$ cat src/rtl/simd_adder_pipe_pkg.sv
// Shared constants and types for the pipelined SIMD adder/subtractor.
package simd_adder_pipe_pkg;

  localparam int LEN_DATA = 64;
  localparam int LEN_LANE = 8;

  typedef enum logic [1:0] {
    ADD_OP_ADD  = 2'b00,
    ADD_OP_SUB  = 2'b01,
    ADD_OP_ADDI = 2'b10,
    ADD_OP_RSBI = 2'b11
  } add_op_e;

  // Both subtracting ops have op[0] set; the second operand is inverted.
  function automatic logic op_is_sub(input logic [1:0] op);
    return op[0];
  endfunction

endpackage

$ cat src/rtl/simd_adder_pipe_if.sv
// Operand/result bus of the SIMD adder.
// Handshake: a beat moves on a rising edge only when valid and ready are both
// high in that cycle; a valid beat and its payload stay unchanged until taken,
// and ready may depend combinationally on the consumer side.
interface simd_adder_pipe_if #(
  parameter int DATA_W = 64,
  parameter int LANES  = 8
);
  logic              in_valid;
  logic              in_ready;
  logic [1:0]        op;
  logic [DATA_W-1:0] a;
  logic [DATA_W-1:0] b;
  logic [DATA_W-1:0] imm;
  logic [LANES-1:0]  cin;
  logic [LANES-1:0]  cmsk_n;
  logic              out_valid;
  logic              out_ready;
  logic [DATA_W-1:0] result;
  logic [LANES-1:0]  cout;
  logic [LANES-1:0]  ovf;

  // Producer of operands and consumer of results.
  modport master (
    output in_valid, op, a, b, imm, cin, cmsk_n, out_ready,
    input  in_ready, out_valid, result, cout, ovf
  );

  // The adder itself.
  modport slave (
    input  in_valid, op, a, b, imm, cin, cmsk_n, out_ready,
    output in_ready, out_valid, result, cout, ovf
  );
endinterface

$ cat src/rtl/simd_adder_pipe_lane.sv
// One LANE_W-bit slice of the SIMD adder: purely combinational.
module simd_adder_lane #(
  parameter int LANE_W = 8
) (
  input  logic [LANE_W-1:0] i_x,
  input  logic [LANE_W-1:0] i_y,
  input  logic              i_sub,
  input  logic              i_cin_inj,
  input  logic              i_cmsk,
  input  logic              i_cprev,
  output logic [LANE_W-1:0] o_s,
  output logic              o_cout,
  output logic              o_ovf
);
  logic [LANE_W-1:0] w_y;
  logic              w_c;
  logic [LANE_W:0]   w_sum;
  logic              w_c_msb;

  // Subtraction is x + ~y + 1; the +1 comes from the injected carry at a base.
  assign w_y     = i_sub ? ~i_y : i_y;
  assign w_c     = i_cmsk ? i_cprev : (i_cin_inj ^ i_sub);
  assign w_sum   = {1'b0, i_x} + {1'b0, w_y} + {{LANE_W{1'b0}}, w_c};
  assign o_s     = w_sum[LANE_W-1:0];
  assign o_cout  = w_sum[LANE_W];
  // Carry into the MSB recovered from the MSB sum bit.
  assign w_c_msb = i_x[LANE_W-1] ^ w_y[LANE_W-1] ^ w_sum[LANE_W-1];
  assign o_ovf   = w_c_msb ^ w_sum[LANE_W];
endmodule

$ cat src/rtl/simd_adder_pipe.sv
// Pipelined SIMD adder/subtractor. Stage k resolves lanes [k*LPS,(k+1)*LPS);
// the operands of unresolved lanes travel with the beat, and the carry out of
// a stage's top lane reaches the next stage through its registered cout field.
module simd_adder_pipe
  import simd_adder_pipe_pkg::*;
#(
  parameter int DATA_W = LEN_DATA,
  parameter int LANE_W = LEN_LANE,
  parameter int STAGES = 2
) (
  input logic             clk,
  input logic             rst_n,
  input logic             en,
  simd_adder_pipe_if.slave bus
);
  localparam int LANES = DATA_W / LANE_W;
  localparam int LPS   = LANES / STAGES;

  logic              r_valid [STAGES];
  logic [DATA_W-1:0] r_x     [STAGES];
  logic [DATA_W-1:0] r_y     [STAGES];
  logic [DATA_W-1:0] r_res   [STAGES];
  logic              r_sub   [STAGES];
  logic [LANES-1:0]  r_cin   [STAGES];
  logic [LANES-1:0]  r_cmsk  [STAGES];
  logic [LANES-1:0]  r_cout  [STAGES];
  logic [LANES-1:0]  r_ovf   [STAGES];

  logic              w_src_valid [STAGES];
  logic [DATA_W-1:0] w_src_x     [STAGES];
  logic [DATA_W-1:0] w_src_y     [STAGES];
  logic [DATA_W-1:0] w_src_res   [STAGES];
  logic              w_src_sub   [STAGES];
  logic [LANES-1:0]  w_src_cin   [STAGES];
  logic [LANES-1:0]  w_src_cmsk  [STAGES];
  logic [LANES-1:0]  w_src_cout  [STAGES];
  logic [LANES-1:0]  w_src_ovf   [STAGES];

  logic [DATA_W-1:0] w_nxt_res  [STAGES];
  logic [LANES-1:0]  w_nxt_cout [STAGES];
  logic [LANES-1:0]  w_nxt_ovf  [STAGES];

  logic [DATA_W-1:0] w_in_x;
  logic [DATA_W-1:0] w_in_y;
  logic [DATA_W-1:0] w_lane_s;
  logic [LANES-1:0]  w_lane_cout;
  logic [LANES-1:0]  w_lane_ovf;
  logic              w_adv;

  // The whole pipeline moves together whenever the output slot can drain.
  assign w_adv        = en & (~bus.out_valid | bus.out_ready);
  assign bus.in_ready = w_adv & rst_n;

  // Operand select: (x, y) pair for each op.
  always_comb begin
    w_in_x = bus.a;
    w_in_y = bus.b;
    case (add_op_e'(bus.op))
      ADD_OP_ADD, ADD_OP_SUB: begin w_in_x = bus.a;   w_in_y = bus.b;   end
      ADD_OP_ADDI:            begin w_in_x = bus.a;   w_in_y = bus.imm; end
      ADD_OP_RSBI:            begin w_in_x = bus.imm; w_in_y = bus.a;   end
      default:                begin w_in_x = bus.a;   w_in_y = bus.b;   end
    endcase
  end

  // Stage 0 reads the input bus; later stages read the previous register.
  for (genvar k = 0; k < STAGES; k++) begin : g_src
    if (k == 0) begin : g_first
      assign w_src_valid[k] = bus.in_valid;
      assign w_src_x[k]     = w_in_x;
      assign w_src_y[k]     = w_in_y;
      assign w_src_res[k]   = '0;
      assign w_src_sub[k]   = op_is_sub(bus.op);
      assign w_src_cin[k]   = bus.cin;
      assign w_src_cmsk[k]  = bus.cmsk_n;
      assign w_src_cout[k]  = '0;
      assign w_src_ovf[k]   = '0;
    end else begin : g_rest
      assign w_src_valid[k] = r_valid[k-1];
      assign w_src_x[k]     = r_x[k-1];
      assign w_src_y[k]     = r_y[k-1];
      assign w_src_res[k]   = r_res[k-1];
      assign w_src_sub[k]   = r_sub[k-1];
      assign w_src_cin[k]   = r_cin[k-1];
      assign w_src_cmsk[k]  = r_cmsk[k-1];
      assign w_src_cout[k]  = r_cout[k-1];
      assign w_src_ovf[k]   = r_ovf[k-1];
    end
  end

  for (genvar i = 0; i < LANES; i++) begin : g_lane
    localparam int S = i / LPS;
    logic w_cprev;
    // Lane 0 has no neighbour: feeding it its own injected carry makes
    // cmsk_n[0] irrelevant. Stage-base lanes take the registered carry.
    if (i == 0) begin : g_c0
      assign w_cprev = w_src_cin[S][0] ^ w_src_sub[S];
    end else if (i % LPS == 0) begin : g_creg
      assign w_cprev = w_src_cout[S][i-1];
    end else begin : g_cchain
      assign w_cprev = w_lane_cout[i-1];
    end

    simd_adder_lane #(.LANE_W(LANE_W)) u_lane (
      .i_x       (w_src_x[S][i*LANE_W +: LANE_W]),
      .i_y       (w_src_y[S][i*LANE_W +: LANE_W]),
      .i_sub     (w_src_sub[S]),
      .i_cin_inj (w_src_cin[S][i]),
      .i_cmsk    (w_src_cmsk[S][i]),
      .i_cprev   (w_cprev),
      .o_s       (w_lane_s[i*LANE_W +: LANE_W]),
      .o_cout    (w_lane_cout[i]),
      .o_ovf     (w_lane_ovf[i])
    );
  end

  // Merge this stage's freshly resolved lanes into the travelling result.
  always_comb begin
    for (int k = 0; k < STAGES; k++) begin
      w_nxt_res[k]  = w_src_res[k];
      w_nxt_cout[k] = w_src_cout[k];
      w_nxt_ovf[k]  = w_src_ovf[k];
      for (int j = 0; j < LPS; j++) begin
        w_nxt_res[k][(k*LPS+j)*LANE_W +: LANE_W] = w_lane_s[(k*LPS+j)*LANE_W +: LANE_W];
        w_nxt_cout[k][k*LPS+j] = w_lane_cout[k*LPS+j];
        w_nxt_ovf[k][k*LPS+j]  = w_lane_ovf[k*LPS+j];
      end
    end
  end

  // Pipeline registers: flush on reset, hold on stall, shift on advance.
  always_ff @(posedge clk) begin
    if (!rst_n) begin
      for (int k = 0; k < STAGES; k++) begin
        r_valid[k] <= 1'b0;
        r_x[k]     <= '0;
        r_y[k]     <= '0;
        r_res[k]   <= '0;
        r_sub[k]   <= 1'b0;
        r_cin[k]   <= '0;
        r_cmsk[k]  <= '0;
        r_cout[k]  <= '0;
        r_ovf[k]   <= '0;
      end
    end else if (w_adv) begin
      for (int k = 0; k < STAGES; k++) begin
        r_valid[k] <= w_src_valid[k];
        r_x[k]     <= w_src_x[k];
        r_y[k]     <= w_src_y[k];
        r_res[k]   <= w_nxt_res[k];
        r_sub[k]   <= w_src_sub[k];
        r_cin[k]   <= w_src_cin[k];
        r_cmsk[k]  <= w_src_cmsk[k];
        r_cout[k]  <= w_nxt_cout[k];
        r_ovf[k]   <= w_nxt_ovf[k];
      end
    end
  end

  assign bus.out_valid = r_valid[STAGES-1];
  assign bus.result    = r_res[STAGES-1];
  assign bus.cout      = r_cout[STAGES-1];
  assign bus.ovf       = r_ovf[STAGES-1];
endmodule
$ cat src/flat_wrapper.sv
// flat-port wrapper written by rule: the top's interface ports become plain ports
module simd_adder_pipe_flat import simd_adder_pipe_pkg::*;
#(
  parameter int DATA_W = LEN_DATA,
  parameter int LANE_W = LEN_LANE,
  parameter int STAGES = 2
)
  (clk, rst_n, en, bus_in_valid, bus_op, bus_a, bus_b, bus_imm, bus_cin, bus_cmsk_n, bus_out_ready, bus_in_ready, bus_out_valid, bus_result, bus_cout, bus_ovf);
  simd_adder_pipe_if #(.DATA_W(DATA_W)) bus_i ();
  input logic clk;
  input logic rst_n;
  input logic en;
  input wire logic [$bits(bus_i.in_valid)-1:0] bus_in_valid;
  input wire logic [$bits(bus_i.op)-1:0] bus_op;
  input wire logic [$bits(bus_i.a)-1:0] bus_a;
  input wire logic [$bits(bus_i.b)-1:0] bus_b;
  input wire logic [$bits(bus_i.imm)-1:0] bus_imm;
  input wire logic [$bits(bus_i.cin)-1:0] bus_cin;
  input wire logic [$bits(bus_i.cmsk_n)-1:0] bus_cmsk_n;
  input wire logic [$bits(bus_i.out_ready)-1:0] bus_out_ready;
  output wire logic [$bits(bus_i.in_ready)-1:0] bus_in_ready;
  output wire logic [$bits(bus_i.out_valid)-1:0] bus_out_valid;
  output wire logic [$bits(bus_i.result)-1:0] bus_result;
  output wire logic [$bits(bus_i.cout)-1:0] bus_cout;
  output wire logic [$bits(bus_i.ovf)-1:0] bus_ovf;
  assign bus_i.in_valid = bus_in_valid;
  assign bus_i.op = bus_op;
  assign bus_i.a = bus_a;
  assign bus_i.b = bus_b;
  assign bus_i.imm = bus_imm;
  assign bus_i.cin = bus_cin;
  assign bus_i.cmsk_n = bus_cmsk_n;
  assign bus_i.out_ready = bus_out_ready;
  assign bus_in_ready = bus_i.in_ready;
  assign bus_out_valid = bus_i.out_valid;
  assign bus_result = bus_i.result;
  assign bus_cout = bus_i.cout;
  assign bus_ovf = bus_i.ovf;
  simd_adder_pipe #(.DATA_W(DATA_W), .LANE_W(LANE_W), .STAGES(STAGES)) u_core (.clk(clk), .rst_n(rst_n), .en(en), .bus(bus_i));
endmodule
$ cat config.mk
export PLATFORM = sky130hd
export DESIGN_NAME = simd_adder_pipe_flat
export DESIGN_NICKNAME = d
export VERILOG_FILES = /design/src/rtl/simd_adder_pipe_pkg.sv /design/src/rtl/simd_adder_pipe_if.sv /design/src/rtl/simd_adder_pipe_lane.sv /design/src/rtl/simd_adder_pipe.sv /design/src/flat_wrapper.sv
export SDC_FILE = /design/constraint.sdc
export NUM_CORES = 1
export LEC_CHECK = 0
export ABC_AREA = 1
export CAP_MARGIN = 20
export CORE_ASPECT_RATIO = 0.7
export CORE_MARGIN = 3
export CORE_UTILIZATION = 52
export DETAILED_ROUTE_END_ITERATION = 6
export PLACE_DENSITY_LB_ADDON = 0.3
export SKIP_LAST_GASP = 1
export SLEW_MARGIN = 10
export SYNTH_ARGS = -nofsm -noshare
export SYNTH_HDL_FRONTEND = slang
export SYNTH_SLANG_ARGS = --single-unit
$ cat constraint.sdc
create_clock -name clk -period 10.9 [get_ports clk]
set_input_delay 1.635 -clock clk [delete_from_list [all_inputs] [get_ports clk]]
set_output_delay 1.635 -clock clk [all_outputs]
set_load 0.01 [all_outputs]
* Word level (Yosys, flattened, before mapping)
Memory sizes are Yosys's and may differ from the RTL's. Cells that the tools add are included.
Word-level totals: flip-flop bits (word level) 0, memory bits (writable) 452, output and inout bits 82, logic and storage cells 132, memories 9
Cells by class: add/subtract/negate cells 16, eq/ne operators 3, multiplexer cells 39, bitwise gates (word level) 62, reductions and logical operators 3
Memory list:
- u_core.r_res | depth 2, width 64, rd ports 2, clocked after Yosys merged registers in 0, write ports 2, RTL line simd_adder_pipe.sv:22 | logic [DATA_W-1:0] r_res [STAGES];
- u_core.r_x | depth 2, width 64, rd ports 1, clocked after Yosys merged registers in 0, write ports 2, RTL line simd_adder_pipe.sv:20 | logic [DATA_W-1:0] r_x [STAGES];
- u_core.r_y | depth 2, width 64, rd ports 1, clocked after Yosys merged registers in 0, write ports 2, RTL line simd_adder_pipe.sv:21 | logic [DATA_W-1:0] r_y [STAGES];
- u_core.r_cin | depth 2, width 8, rd ports 1, clocked after Yosys merged registers in 0, write ports 2, RTL line simd_adder_pipe.sv:24 | logic [LANES-1:0] r_cin [STAGES];
- u_core.r_cmsk | depth 2, width 8, rd ports 1, clocked after Yosys merged registers in 0, write ports 2, RTL line simd_adder_pipe.sv:25 | logic [LANES-1:0] r_cmsk [STAGES];
- u_core.r_cout | depth 2, width 8, rd ports 2, clocked after Yosys merged registers in 0, write ports 2, RTL line simd_adder_pipe.sv:26 | logic [LANES-1:0] r_cout [STAGES];
- 3 more memories
Operator list (number):
- $mux W64 | 6
- $pmux W64 S3 | 1
- $mux W8 | 16
- $pmux W64 S2 | 1
- $add A8 B8 Y9 | 8
- $add A9 B1 Y9 | 8
- $not A8 Y8 | 8
- $xor A1 B1 Y1 | 32
- $or A1 B1 Y1 | 19
- $mux W1 | 15
- $eq A2 B2 Y1 const B | 2
- $reduce_or A3 Y1 | 1
- $and A1 B1 Y1 | 2
- $eq A2 B1 Y1 const B | 1
- $logic_not A2 Y1 | 1
- $reduce_or A2 Y1 | 1
- $not A1 Y1 | 1

* Logic depth before layout (Yosys ltp)
Gate-level depths: netlist (run 1).
depth in word-level cells 16, gate-level depth with buffers 39, depth with buffers taken out 38

* Cells and area by module
Synthesis (run 1) repeated with hierarchy kept, for this count alone.
Second synthesis, totals: cell total of the unflattened synthesis 1851, area total of the unflattened synthesis 14412.6 um^2
By module, submodules not included:
- simd_adder_pipe | instances 1, cells each 1123, area each 10048.4 um^2, seq. area each 5855.6 um^2
- simd_adder_lane | instances 8, cells each 91, area each 545.5 um^2, seq. area each 0.0 um^2

* Worst setup path before layout (run 1)
No wires, ideal clock.
kind input -> register, from in bus_op[1], to mem u_core.r_res[0][30], data pin, library setup time 0.253 ns, arrival time 7.796 ns, slack 2.851 ns, stages on the path 38, path through buf_2 nand2_2 buf_2 buf_2 nand2_1 o21ai_0 fa_1 fa_1 nand3_1 nand2_1 nand2_1 nand3_1 o21ai_0 inv_1 fa_1 fa_1 nand3_1 nand2_1 [2 not listed] o21ai_0 inv_1 fa_1 fa_1 nand3_1 nand2_1 nand2_1 nand3_1 o21ai_0 inv_1 fa_1 fa_1 nand3_1 nand2_1 a21oi_1 nand2_1 nand2_1 nor2_1
RTL lines:
- start: declaration | RTL line flat_wrapper.sv:14 | input wire logic [$bits(bus_i.op)-1:0] bus_op;
- end: declaration | RTL line simd_adder_pipe.sv:22

==> results by stage, run 1 <==
Status:
- The flow ran to the end, and the final reports show no timing, DRC or antenna violations.

Detailed routing:
- The count of nets left with antenna violations once routing finished came out at 0.
- The met2 wire length is ~16 mm.
- In the routed layout, each cell is associated on average with a via count of just over 5.
- The final route contains approximately 11000 vias.
- The total length of routed met3 wires is about 2.2 mm.
- The final layout contains routed wiring with a total length of approximately 33 mm.
- After detailed routing, the number of remaining DRC violations is 0.
- After detailed routing, the wire length on met1 is around 15 mm.
- The count of TritonRoute iterations in the first routing pass is 5.
- The routed wire length per instance is about 15 um.
- The first routing iteration left between 700 and 800 violations.
- The highest metal layer used by the detailed router is met4.

Power and ir drop:
- The worst-case IR drop observed on VDD is between 0.1 and 0.15 mV.
- Net switching is approximately 30% of the power.
- For this design the static power due to leakage is 7.62 nW.
- The clock network burns approximately 29% of the power.
- Sequential cells account for a little over two fifths of the total power.
- The net switching power is about 0.00067 W.
- The design internal power is roughly 0.0015 W.
- Power spread over the standard cell area amounts to 133 nW/um^2.
- The share of power burned in combinational logic is 28.2%.

STA:
- Dividing the final minimum period by the clock period gives ~87%.
- Summed over all failing endpoints, the final setup total negative slack is 0 ps.
- The time the worst path needs with I/O delays and setup is 9430 ps.
- Setup repair after global routing left no endpoint under its margin.
- Based on the critical path, the design can be clocked at up to about 110 MHz.
- In this run the tightest slew margin relative to its limit is between 30% and 40%.
- The count of final max-slew check failures is 0.
- The worst hold slack is ~540 ps.
- The final clock skew is around 11 ps.
- The total of endpoints with negative setup slack in the final report is 0.
- The final hold violation count was 0.
- The slew of the pin with the lowest slew margin is about 1000 ps.

Clocking:
- The number of hold buffers added after CTS was 0.
- The maximum clock insertion buffer count is 2.
- The number of clock sinks is slightly below 200.
- The tree is rooted in a clkbuf_16.
- The clock reaches the later pin of the worst-skew pair after ~440 ps.
- After clock tree synthesis, the clock-pin slew on the worst setup and hold paths is ~70 ps.
- Gates resized during post-CTS repair numbered 0.
- The total clock buffers created by CTS is 17.
- The setup fix buffers added after clock tree synthesis is 0.
- The total number of H-tree levels is 4.
- The TritonCTS clock tree is yes.

Layout:
- After filler insertion, the fill cell instance count of the layout stands at ~2000.
- For this run, the post-layout net count is between 2000 and 2500.
- 0 antenna diodes ended up in the layout.
- Cells fill between 60 and 70% of the core in the end.
- Cells with a size suffix above 1 make up about 3% of the layout.
- Compared with the post-synthesis result, the final layout area differs by 24.5%.
- The number of non-filler instances in the completed layout is between 2000 and 2500.

GRT:
- Global routing used between 20% and 30% of the available tracks.
- The number of antenna violations at the first check in global routing is 0.
- The final global-route overflow total is 0.
- The number of global-route vias before repair is around 11000.
- Entering global routing, the biggest net connects 81 pins.
- The first-pass GRT wire length is ~53 mm.

Critical path:
- STA puts the critical path data arrival time at 9630 ps.
- The required time reported for the critical path endpoint is around 11000 ps.
- The top cell family by delay on the critical path is adder cells.
- Of all nets on the critical path, the largest fanout is 57.
- The largest stage delay on the critical path is between 700 and 800 ps.
- The number of buffers and inverters on the critical path is 6.
- The worst setup path is of the in2reg kind.
- For this design, the slowest cell found on the critical path is clkdlybuf4s50_1.
- The worst setup path is captured at a register.
- The library cell appearing most often on the critical path is nand2_1.
- STA classifies the critical path startpoint as an input port.

Yosys:
- Counting distinct cell types in the post-synthesis netlist gives 22.
- The number of register bits inferred by synthesis is roughly 200.
- The Yosys step of the flow raised 0 warnings.
- The netlist area before placement is ~13000 um^2.
- The number of nets in the synthesized netlist is about 1900.
- The average footprint of a synthesized cell is 7.91 um^2.
- Synthesis produced 1651 cells.
- After synthesis, flip-flops and latches occupy approximately 45% of the total area.

Die:
- The number of rows created at floorplan is 47.
- The die is between 150 and 200 um wide.
- After floorplanning, the core was sized to cover 24200 um^2.
- In this run the count of I/O pins placed on the die edge is 297.
- In this run the vertical extent of the chip is roughly 140 um.
- The floorplan step defined a die boundary enclosing between 20000 and 30000 um^2.
- For this configuration, the core starts out at a cell density of 54.0%.

Flow run:
- Across the run, the number of max-cap violations was 0.

Place:
- Port buffering added 295 buffers.
- The final RePlAce weighted congestion is roughly 0.9.
- Detailed placement ended at an HPWL of ~25 mm.
- The number of placed instances with taps included is between 2000 and 2500.

Hold path:
- The worst hold-check path type is reg2reg.
==> worst min-delay path: stages, from the launching register on <==
cell,delay [ps]
edfxtp_1,320
inv_1,30
nor2_1,80
==> cell usage after synthesis (all sizes together) <==
master	n	area [um^2]
a21boi	1	7.51
edfxtp	195	5860
nand3	51	255
nand3b	3	22.5
a21oi	145	726
nor2	177	667
xor2	38	333
clkbuf	30	113
nor3b	1	7.51
ha	56	701
inv	231	867
xnor2	8	70.1
o21ai	120	601
fa	16	320
nand2	467	1760
buf	112	759
==> cells by family after synthesis <==
logic type	share of synthesized area [%]
AO/OA/AOI/OAI	10.2
XOR/XNOR	3.08
adder cells (fa/ha/maj)	7.82
buffers and inverters	13.3
flip-flops	44.8
AND/OR/NAND/NOR	20.7
==> final cells by class <==
class / count / area [um^2] / share of cell area, %
Sequential cell: 195 / 5860 / 36.0
Multi-Input combinational cell: 1083 / 5490 / 33.7
Timing Repair Buffer: 309 / 3080 / 18.9
Inverter: 231 / 870 / 5.35
Clock buffer: 17 / 425 / 2.62
Tap cell: 318 / 398 / 2.45
Clock inverter: 15 / 145 / 0.893
==> path summary, 6_finish.rpt <==
| kind | start | end | slack [ps] | cells after the start |
|---|---|---|---|---|
| setup / recovery | bus_op[1] | u_core.r_res[0][30]$_SDFFCE_PN0P_ | 1470 | 36 |
| hold / removal | u_core.r_res[0][28]$_SDFFCE_PN0P_ | u_core.r_res[0][92]$_SDFFCE_PN0P_ | 540 | 2 |
| setup reg to reg | u_core.r_sub[0]$_SDFFCE_PN0P_ | u_core.r_ovf[0][15]$_SDFFCE_PN0P_ | 2390 | 36 |
| hold reg to reg | u_core.r_res[0][28]$_SDFFCE_PN0P_ | u_core.r_res[0][92]$_SDFFCE_PN0P_ | 540 | 2 |
==> state kept, by name, indices dropped and copies added (netlist names) <==
| name | count |
|---|---|
| u_core.r_valid | 2 |
| u_core.r_ovf | 12 |
| u_core.r_res | 96 |
| u_core.r_x | 32 |
| u_core.r_cin | 4 |
| u_core.r_y | 32 |
| u_core.r_cout | 12 |
| u_core.r_sub | 1 |
| u_core.r_cmsk | 4 |
==> placed cells by master (no fill, tap or decap) <==
master           count
nor2_1             176
clkinvlp_4           1
inv_1              227
buf_16               1
ha_1                56
nand2_2              1
xnor2_1              8
o21ai_1              3
nand2_1            464
xor2_1              38
a21boi_0             1
a21oi_1            145
bufinv_16            1
nor3b_1              1
inv_2                3
inv_4                1
inv_8                2
edfxtp_1           195
nand3b_1             3
nand2_4              2
fa_1                16
nand3_1             51
clkinv_4             2
o21ai_0            117
clkdlybuf4s50_1    295
buf_4               13
nor2_4               1
inv_6                6
clkbuf_16           17
clkinv_2             3
==> per-layer routing <==
layer / track usage (%) / vias up
met5: 0 / -
met4: 8.62 / 0
met3: 4.76 / 59
met2: 39.5 / 404
met1: 33.3 / 5049
li1: - / 5571
==> power groups by stage <==
stage / sequential, W / clock [W] / combinational [W]
after floorplan: 0.000950 / 0 / 0.000404
after global placement: 0.000950 / 0 / 0.000586
after detailed placement: 0.000953 / 0 / 0.000606
after CTS: 0.000937 / 0.000627 / 0.000610
after global routing: 0.000943 / 0.000659 / 0.000690
final: 0.000936 / 0.000620 / 0.000611
==> metrics by stage <==
step / total power, W / worst slack (ps) / instance area [um^2]
6_report: 0.00217 / 1470 / 16300
3_3_place_gp: 0.00154 / 1360 / 15700
5_1_grt: 0.00229 / 833 / 16300
4_1_cts: 0.00217 / 1570 / 16300
3_5_place_dp: 0.00156 / 1120 / 15700
2_1_floorplan: 0.00135 / 2850 / 13100
(Power assumes the default switching activity.)
==> run 2, diff against run 1 <==
--- a/config.mk
+++ b/config.mk
@@ -6,6 +6,7 @@
 export NUM_CORES = 1
 export LEC_CHECK = 0
 export ABC_AREA = 1
+export ABC_CLOCK_PERIOD_IN_PS = 10900
 export CAP_MARGIN = 20
 export CORE_ASPECT_RATIO = 0.7
 export CORE_MARGIN = 3
==> constraint.sdc (replaced) <==
create_clock -name clk -period 10.9 [get_ports clk]
set_input_delay 1.635 -clock clk [delete_from_list [all_inputs] [get_ports clk]]
set_output_delay 1.635 -clock clk [all_outputs]
set_load 0.02 [all_outputs]
==> run 2 against run 1 <==
Count of clock-buffer cells in the layout did not move; combinational power rose by 4.3%; via count rose by 0.15%; power barely moved; cell area fell by 0.16%; clock power fell by 4.2%; setup slack improved by 9.0 ps; largest power group unchanged; sequential cell count did not move.
==> results by stage, run 2 (same netlist as run 1, synthesis figures left out) <==
STA:
- The slew of the pin with the lowest slew margin is a little under 1000 ps.
- Derived from the worst setup path, the maximum achievable clock frequency is between 100 and 150 MHz.
- The final hold violation count is 0.
- Setup violations remaining at the end of the flow were counted as 0.
- The count of final max-slew check failures is 0.
- Clock skew on the completed layout was measured at between 10 and 15 ps.
- Setup repair after global routing left no endpoint under its margin.
- The max-slew headroom at the worst pin is 33.9%.
- Summed over all failing endpoints, the final setup total negative slack is 0 ps.
- The time the worst path needs with I/O delays and setup is between 9000 and 10000 ps.
- After layout, the worst path uses between 80 and 90% of the clock period.

Layout:
- From synthesis to final layout, the design area changed by 24.3%.
- The largest registers in the layout are u_core.r_res: 96 flops, u_core.r_x: 32 flops, u_core.r_y: 32 flops.
- The top cell types in the final layout, fill and taps aside, are 464 x nand2_1, 295 x clkdlybuf4s50_1, 227 x inv_1.
- The final layout contains ~2100 nets.
- The count of inserted antenna diode cells is 0.
- Leaving out fill and tap cells, the most frequent cell in the layout is nand2_1.
- The fraction of final layout cells with drive strength greater than 1 is 2.92%.
- The layout has about 2000 filler cells.
- In the final layout, flip-flops and latches occupy a little under 6000 um^2.
- The number of non-filler instances in the completed layout is between 2000 and 2500.
- The multi-input combinational cells in the finished layout cover a total of between 5000 and 6000 um^2.
- The register with the most flip-flops in the layout has 96 of them.
- Counting flops per register, the top entry is u_core.r_res.

Critical path:
- Counting both buffers and inverters, the worst setup path holds a total of 6.
- The largest stage delay on the critical path is around 800 ps.
- Counting buffers and inverters, the worst setup path is 36 cells deep.
- The slowest stage of the critical path is the clkdlybuf4s50_1 cell.
- The library cell appearing most often on the critical path is nand2_1.
- Data arrives at the worst endpoint at approximately 9600 ps.
- The endpoint kind of the worst setup timing path is a register.
- For the worst flop-to-flop path, the logic depth is 36.
- The critical path class is in2reg.
- The kind of start point of the critical path is an input port.
- At the worst endpoint, the required time is roughly 11000 ps.
- The top cell family by delay on the critical path is adder cells.
- The biggest fanout along the worst timing path is 57.

Detailed routing:
- The count of vias placed by the detailed router is approximately 11000.
- The first detailed-routing pass took 6 iterations.
- After detailed routing, the number of remaining DRC violations is 0.
- The routed design has between 30 and 40 mm of wire.
- The detailed-route wire length on metal 1 is around 15 mm.
- In the routed layout, each cell is associated on average with a via count of around 5.
- The remaining number of nets flagged by the antenna check after routing is 0.
- After detailed routing, the average wire length per cell comes to about 16 um.
- The total length of routed met3 wires is 2.51 mm.
- Detailed routing placed a total of roughly 16 mm of wire on met2.
- For this block, the initial DRC count from the detailed router was 800.
- The highest metal layer used by the detailed router is met4.

Clocking:
- Clock-pin slew was measured on the worst setup and hold paths at roughly 70 ps.
- The tree is rooted in a clkbuf_16.
- The number of clock buffers added by TritonCTS is 17.
- The hold buffer count at cts is 0.
- The clock latency of the later-clocked register in the worst-skew pair is 440 ps.
- In this run, post-CTS repair resized a total of 0 instances.
- The H-tree was split into 4 levels.
- After clock tree synthesis, the setup repair step added 0 buffers.
- For this design, the sink count on the clock tree is 195.
- The TritonCTS clock tree is yes.
- The maximum clock insertion buffer count is 2.

Power and ir drop:
- Across the VDD grid, the largest voltage drop is around 0.10 mV.
- For this design the static power due to leakage is roughly 7.6 nW.
- The power per cell area is 134 nW/um^2.
- The power consumption is around 0.0022 W.

Place:
- The final HPWL from detailed placement is between 20 and 25 mm.
- The count of input and output buffers is 295.
- Including well taps, the total number of placed cells is between 2000 and 2500.
- At the end of routability-driven placement, the weighted congestion stood at around 0.9.

GRT:
- Global routing used approximately a quarter of the available tracks.
- The number of antenna violations at the first check in global routing is 0.
- The number of global-route vias before repair is between 10000 and 15000.
- The maximum number of pins on one net before global-route repair is between 80 and 90.
- The first-pass GRT wire length is approximately 54 mm.
- The final global-route overflow total is 0.

Die:
- The floorplan step defined a core boundary enclosing ~24000 um^2.
- The area of the die is between 20000 and 30000 um^2.
- The top-level port count is 297.
- The effective utilization at floorplan is 54.0%.
- The width of the die is a little under 200 um.
- The number of rows created at floorplan is 47.
- The die height is about 140 um.

Flow run:
- The reported max-cap violation count is 0.

Hold path:
- The worst hold-check path type is reg2reg.
- The worst hold path passes through 2 cells.

Status:
- The run finished with clean final reports.
==> run 2: worst min-delay path: stages (launching register included) <==
cell and delay (ps):
edfxtp_1 320, inv_1 30, nor2_1 90
==> run 2: path summary, 6_finish.rpt <==
| check | from | end | slack, ps |
|---|---|---|---|
| worst max-delay path | bus_op[1] | u_core.r_res[0][30]$_SDFFCE_PN0P_ | 1480 |
| worst min-delay path | u_core.r_res[0][28]$_SDFFCE_PN0P_ | u_core.r_res[0][92]$_SDFFCE_PN0P_ | 540 |
| worst max register to register | u_core.r_sub[0]$_SDFFCE_PN0P_ | u_core.r_ovf[0][15]$_SDFFCE_PN0P_ | 2590 |
| worst min register to register | u_core.r_res[0][28]$_SDFFCE_PN0P_ | u_core.r_res[0][92]$_SDFFCE_PN0P_ | 540 |
==> run 2: report_power, final <==
part / internal (W) / switching [W] / leakage (nW) / total, W
Sequential: 0.000910 / 0.0000256 / 2.13 / 0.000936
Combinational: 0.000266 / 0.000372 / 5.20 / 0.000637
Clock: 0.000298 / 0.000296 / 0.264 / 0.000594
==> run 2: layout make-up <==
cell class	count	share of cell area (%)
timing repair buffer	309	19.0
inverter	231	5.36
sequential	195	36.1
clock inverter	15	0.732
tap	318	2.45
clock buffer	17	2.62
multi-input combinational	1083	33.8
==> run 2: routing by layer <==
metal / vias to the layer above / track usage [%]
met2: 413 / 39.8
met4: 0 / 7.91
met5: - / 0
li1: 5572 / -
met3: 58 / 5.37
met1: 5057 / 33.4
==> run 2: through the flow <==
step | utilization (%) | instance area [um^2] | hold WS, ps | worst slack, ps
2_1_floorplan | - | 13100 | 519 | 2850
3_3_place_gp | 64.8 | 15700 | 521 | 1360
3_5_place_dp | 64.9 | 15700 | 532 | 1160
4_1_cts | 67.2 | 16200 | 543 | 1600
5_1_grt | 67.2 | 16200 | 576 | 875
6_report | 67.2 | 16200 | 543 | 1480
==> run 3, diff against run 2 <==
--- a/config.mk
+++ b/config.mk
@@ -9,8 +9,7 @@
 export ABC_CLOCK_PERIOD_IN_PS = 10900
 export CAP_MARGIN = 20
 export CORE_ASPECT_RATIO = 0.7
-export CORE_MARGIN = 3
-export CORE_UTILIZATION = 52
+export CORE_UTILIZATION = 50
 export DETAILED_ROUTE_END_ITERATION = 6
 export PLACE_DENSITY_LB_ADDON = 0.3
 export SKIP_LAST_GASP = 1
==> run 3 against run 2 <==
Global-route usage increased by 0.33 points; via count decreased by 0.14%; critical path type unchanged; largest power group unchanged; highest routed layer unchanged; die area decreased by 1.1%.
==> results by stage, run 3 (same netlist as run 1, synthesis figures left out) <==
Place:
- The final HPWL from detailed placement is roughly 24 mm.
- In this run the tool buffered the top-level ports with about 300 buffer cells.
- The congestion estimate from routability-driven global placement came to roughly 0.93.
- The instance area at placement is around 16000 um^2.

Layout:
- Cells fill 63.5% of the core in the end.
- The library cell used most frequently in the layout, excluding fill and tap cells, is nand2_1.
- Compared with the post-synthesis result, the final layout area differs by 24.9%.
- The library cells used most frequently in the layout, excluding fill and tap cells, are 464 x nand2_1, 295 x clkdlybuf4s50_1, 227 x inv_1.
- The final layout contains between 2000 and 2500 nets.
- The flip-flop count of the largest register after layout is 96.
- Ranked by flip-flop count, first place goes to u_core.r_res.
- Cells with a size suffix above 1 make up 2.92% of the layout.
- The largest registers in the layout are u_core.r_res: 96 flops, u_core.r_x: 32 flops, u_core.r_y: 32 flops.
- The area of all placed cells without fillers is around 16000 um^2.

Detailed routing:
- Detailed routing inserted a total of 11085 vias.
- The total detailed-routing wirelength is roughly 33 mm.
- After the first detailed-routing iteration, the DRC count stood at roughly 840.
- Dividing the detail-routed wire length by the instance count gives 15.2 um.
- In this run the remaining antenna-violating nets after routing total 0.
- In the routed design, unresolved DRC markers number 0.
- The routed via count divided by cell count is 5.08.
- Before antenna repair, the detailed router went through 6 iterations.

Die:
- Row generation in the floorplan step produced 49 rows.
- After floorplanning, the core was sized to cover about 26000 um^2.
- The die height is roughly 140 um.
- Once the floorplan was initialized, standard cells occupied between 50% and 60% of the core.
- From left edge to right edge, the die measures 195 um.
- The top-level port count is just under 300.
- The die covers ~27000 um^2.

STA:
- The max-slew headroom at the worst pin is between 30 and 40%.
- Based on the critical path, the design can be clocked at up to 103 MHz.
- The final hold violation count is 0.
- The total of endpoints with negative setup slack in the final report is 0.
- The final cycle utilization of the critical path is between 80% and 90%.
- The setup TNS after final layout is 0 ps.
- Setup repair after global routing left no endpoint under its margin.
- The count of final max-slew check failures came to 0.
- The final clock skew is 7.22 ps.
- The slew of the pin with the lowest slew margin is roughly 940 ps.
- The time the worst path needs with I/O delays and setup is approximately 9700 ps.

GRT:
- Summed over all layers, the global routing overflow is 0.
- The aggregate global-route resource usage is between 20% and 30%.
- The first-pass GRT wire length is a little over 50 mm.
- The number of antenna violations at the first check in global routing came to 1.
- Entering global routing, the biggest net connects 71 pins.
- The number of global-route vias before repair is ~10000.

Power and ir drop:
- In this run, the combinational gates consume 28.7% of the power.
- The clock network accounts for between 20% and 30% of the total power.
- Summed over all cells, the static leakage comes to 7.63 nW.
- In this run the power density over the cells is approximately 140 nW/um^2.
- The share of total power consumed by net switching is 31.5%.
- In this run, flip-flops and latches consume approximately two fifths of the power.
- The analysis attributes to net switching a power of 0.000698 W.
- VDD sags by at most approximately 0.11 mV.
- The design internal power is around 0.0015 W.

Critical path:
- The library cell appearing most often on the critical path is nand2_1.
- In this run the critical register-to-register path is captured at u_core.r_ovf[0][15]$_SDFFCE_PN0P_.
- STA classifies the critical path endpoint as a register.
- On the critical path, the stage with the largest delay is an instance of clkdlybuf4s50_1.
- The worst register-to-register path has a depth of 37.
- The kind of start point of the critical path is an input port.
- Following the worst setup path forward leads to its endpoint at u_core.r_res[0][30]$_SDFFCE_PN0P_.
- The largest stage delay on the critical path is about 820 ps.
- The worst setup path is of the in2reg kind.
- For the worst setup path, the data required time is between 10000 and 15000 ps.
- Along the worst path, the maximum fanout reaches 32.
- The timing startpoint of the critical path is bus_op[1].
- Data arrives at the worst endpoint at ~10000 ps.
- The worst register-to-register path begins at u_core.r_sub[0]$_SDFFCE_PN0P_.
- The minimum setup slack among reg-to-reg paths is 2990 ps.

Status:
- The flow ran to the end, and the final reports show no timing, DRC or antenna violations.

Clocking:
- The clock-pin transition on the worst setup and hold timing paths is 80 ps.
- The setup fix buffers added after clock tree synthesis is 0.
- The clock tree synthesis step divided the H-tree into 4 levels.
- Clock tree synthesis selected as its root buffer the cell clkbuf_16.
- The number of clock sinks is just under 200.
- The total clock buffers created by CTS is 17.
- The post-cts resize count is 0.
- The maximum clock insertion buffer count is 2.
- After clock tree synthesis, the flow added hold-fix buffers numbering 0.
- The TritonCTS clock tree is yes.
- The later pin in the worst-skew pair is clocked with a latency of 450 ps.

Hold path:
- The worst hold-check path type is reg2reg.

Flow run:
- The reported max-cap violation count is 0.
==> run 3: cell count changes in the layout (fill, tap and decap cells not counted) <==
cell,change
inv_6,-5
clkinv_4,+3
inv_8,+3
bufinv_16,+2
clkinv_2,-2
clkinvlp_4,-2
buf_4,+1
clkinv_1,+1
diode_2,+1
==> run 3: how the worst min path moves through the flow <==
stage	startpoint	endpoint	cells after the start
4_1_cts	u_core.r_res[0][11]$_SDFFCE_PN0P_	u_core.r_res[0][75]$_SDFFCE_PN0P_	2
5_1_grt	u_core.r_res[0][20]$_SDFFCE_PN0P_	u_core.r_res[0][84]$_SDFFCE_PN0P_	2
3_3_place_gp	u_core.r_res[0][9]$_SDFFCE_PN0P_	u_core.r_res[0][73]$_SDFFCE_PN0P_	2
6_report	u_core.r_res[0][11]$_SDFFCE_PN0P_	u_core.r_res[0][75]$_SDFFCE_PN0P_	2
3_5_place_dp	u_core.r_res[0][13]$_SDFFCE_PN0P_	u_core.r_res[0][77]$_SDFFCE_PN0P_	2
2_1_floorplan	u_core.r_cout[0][2]$_SDFFCE_PN0P_	u_core.r_cout[0][10]$_SDFFCE_PN0P_	2
==> run 3: power groups by stage <==
stage               clock (W)  sequential (W)  combinational [W]
global route         0.000691        0.000940           0.000714
global placement            0        0.000948           0.000612
CTS                  0.000659        0.000934           0.000634
floorplan                   0        0.000950           0.000428
finish               0.000649        0.000933           0.000637
detailed placement          0        0.000950           0.000629
==> run 3: stage by stage <==
step | hold slack [ps] | worst slack, ps | instances | power (W)
3_3_place_gp | 520 | 1070 | 2149 | 0.00156
5_1_grt | 567 | 667 | 2182 | 0.00234
2_1_floorplan | 519 | 2850 | 1651 | 0.00138
6_report | 546 | 1200 | 2183 | 0.00222
4_1_cts | 549 | 1300 | 2182 | 0.00223
3_5_place_dp | 531 | 856 | 2150 | 0.00158
==> run 3: worst max-delay path, delay by kind of cell <==
kind	cells	cell delay, ps
adders and majority gates	8	3830
and+or+nand+nor	18	1800
AOI/OAI and AO/OA	6	750
buffers and inverters	5	1870
==> run 3: layout make-up <==
type	count	area (um^2)
clock buffers	17	425
inverters	231	870
repair buffers	310	3090
diodes	1	2.50
multi-input cells	1083	5490
fillers	2191	9380
flip-flops and latches	195	5860
well taps	331	414
clock inverters	15	174
==> run 3: routing by layer <==
| metal | wire, um | GRT usage [%] | part of all wire, % | vias to the layer above |
|---|---|---|---|---|
| met3 | 2080 | 4.46 | 6.3 | 38 |
| met5 | 0 | 0 | 0 | - |
| met4 | 464 | 6.78 | 1.4 | 0 |
| met2 | 15400 | 41.3 | 46 | 372 |
| li1 | - | - | - | 5571 |
| met1 | 15200 | 34.0 | 46 | 5104 |
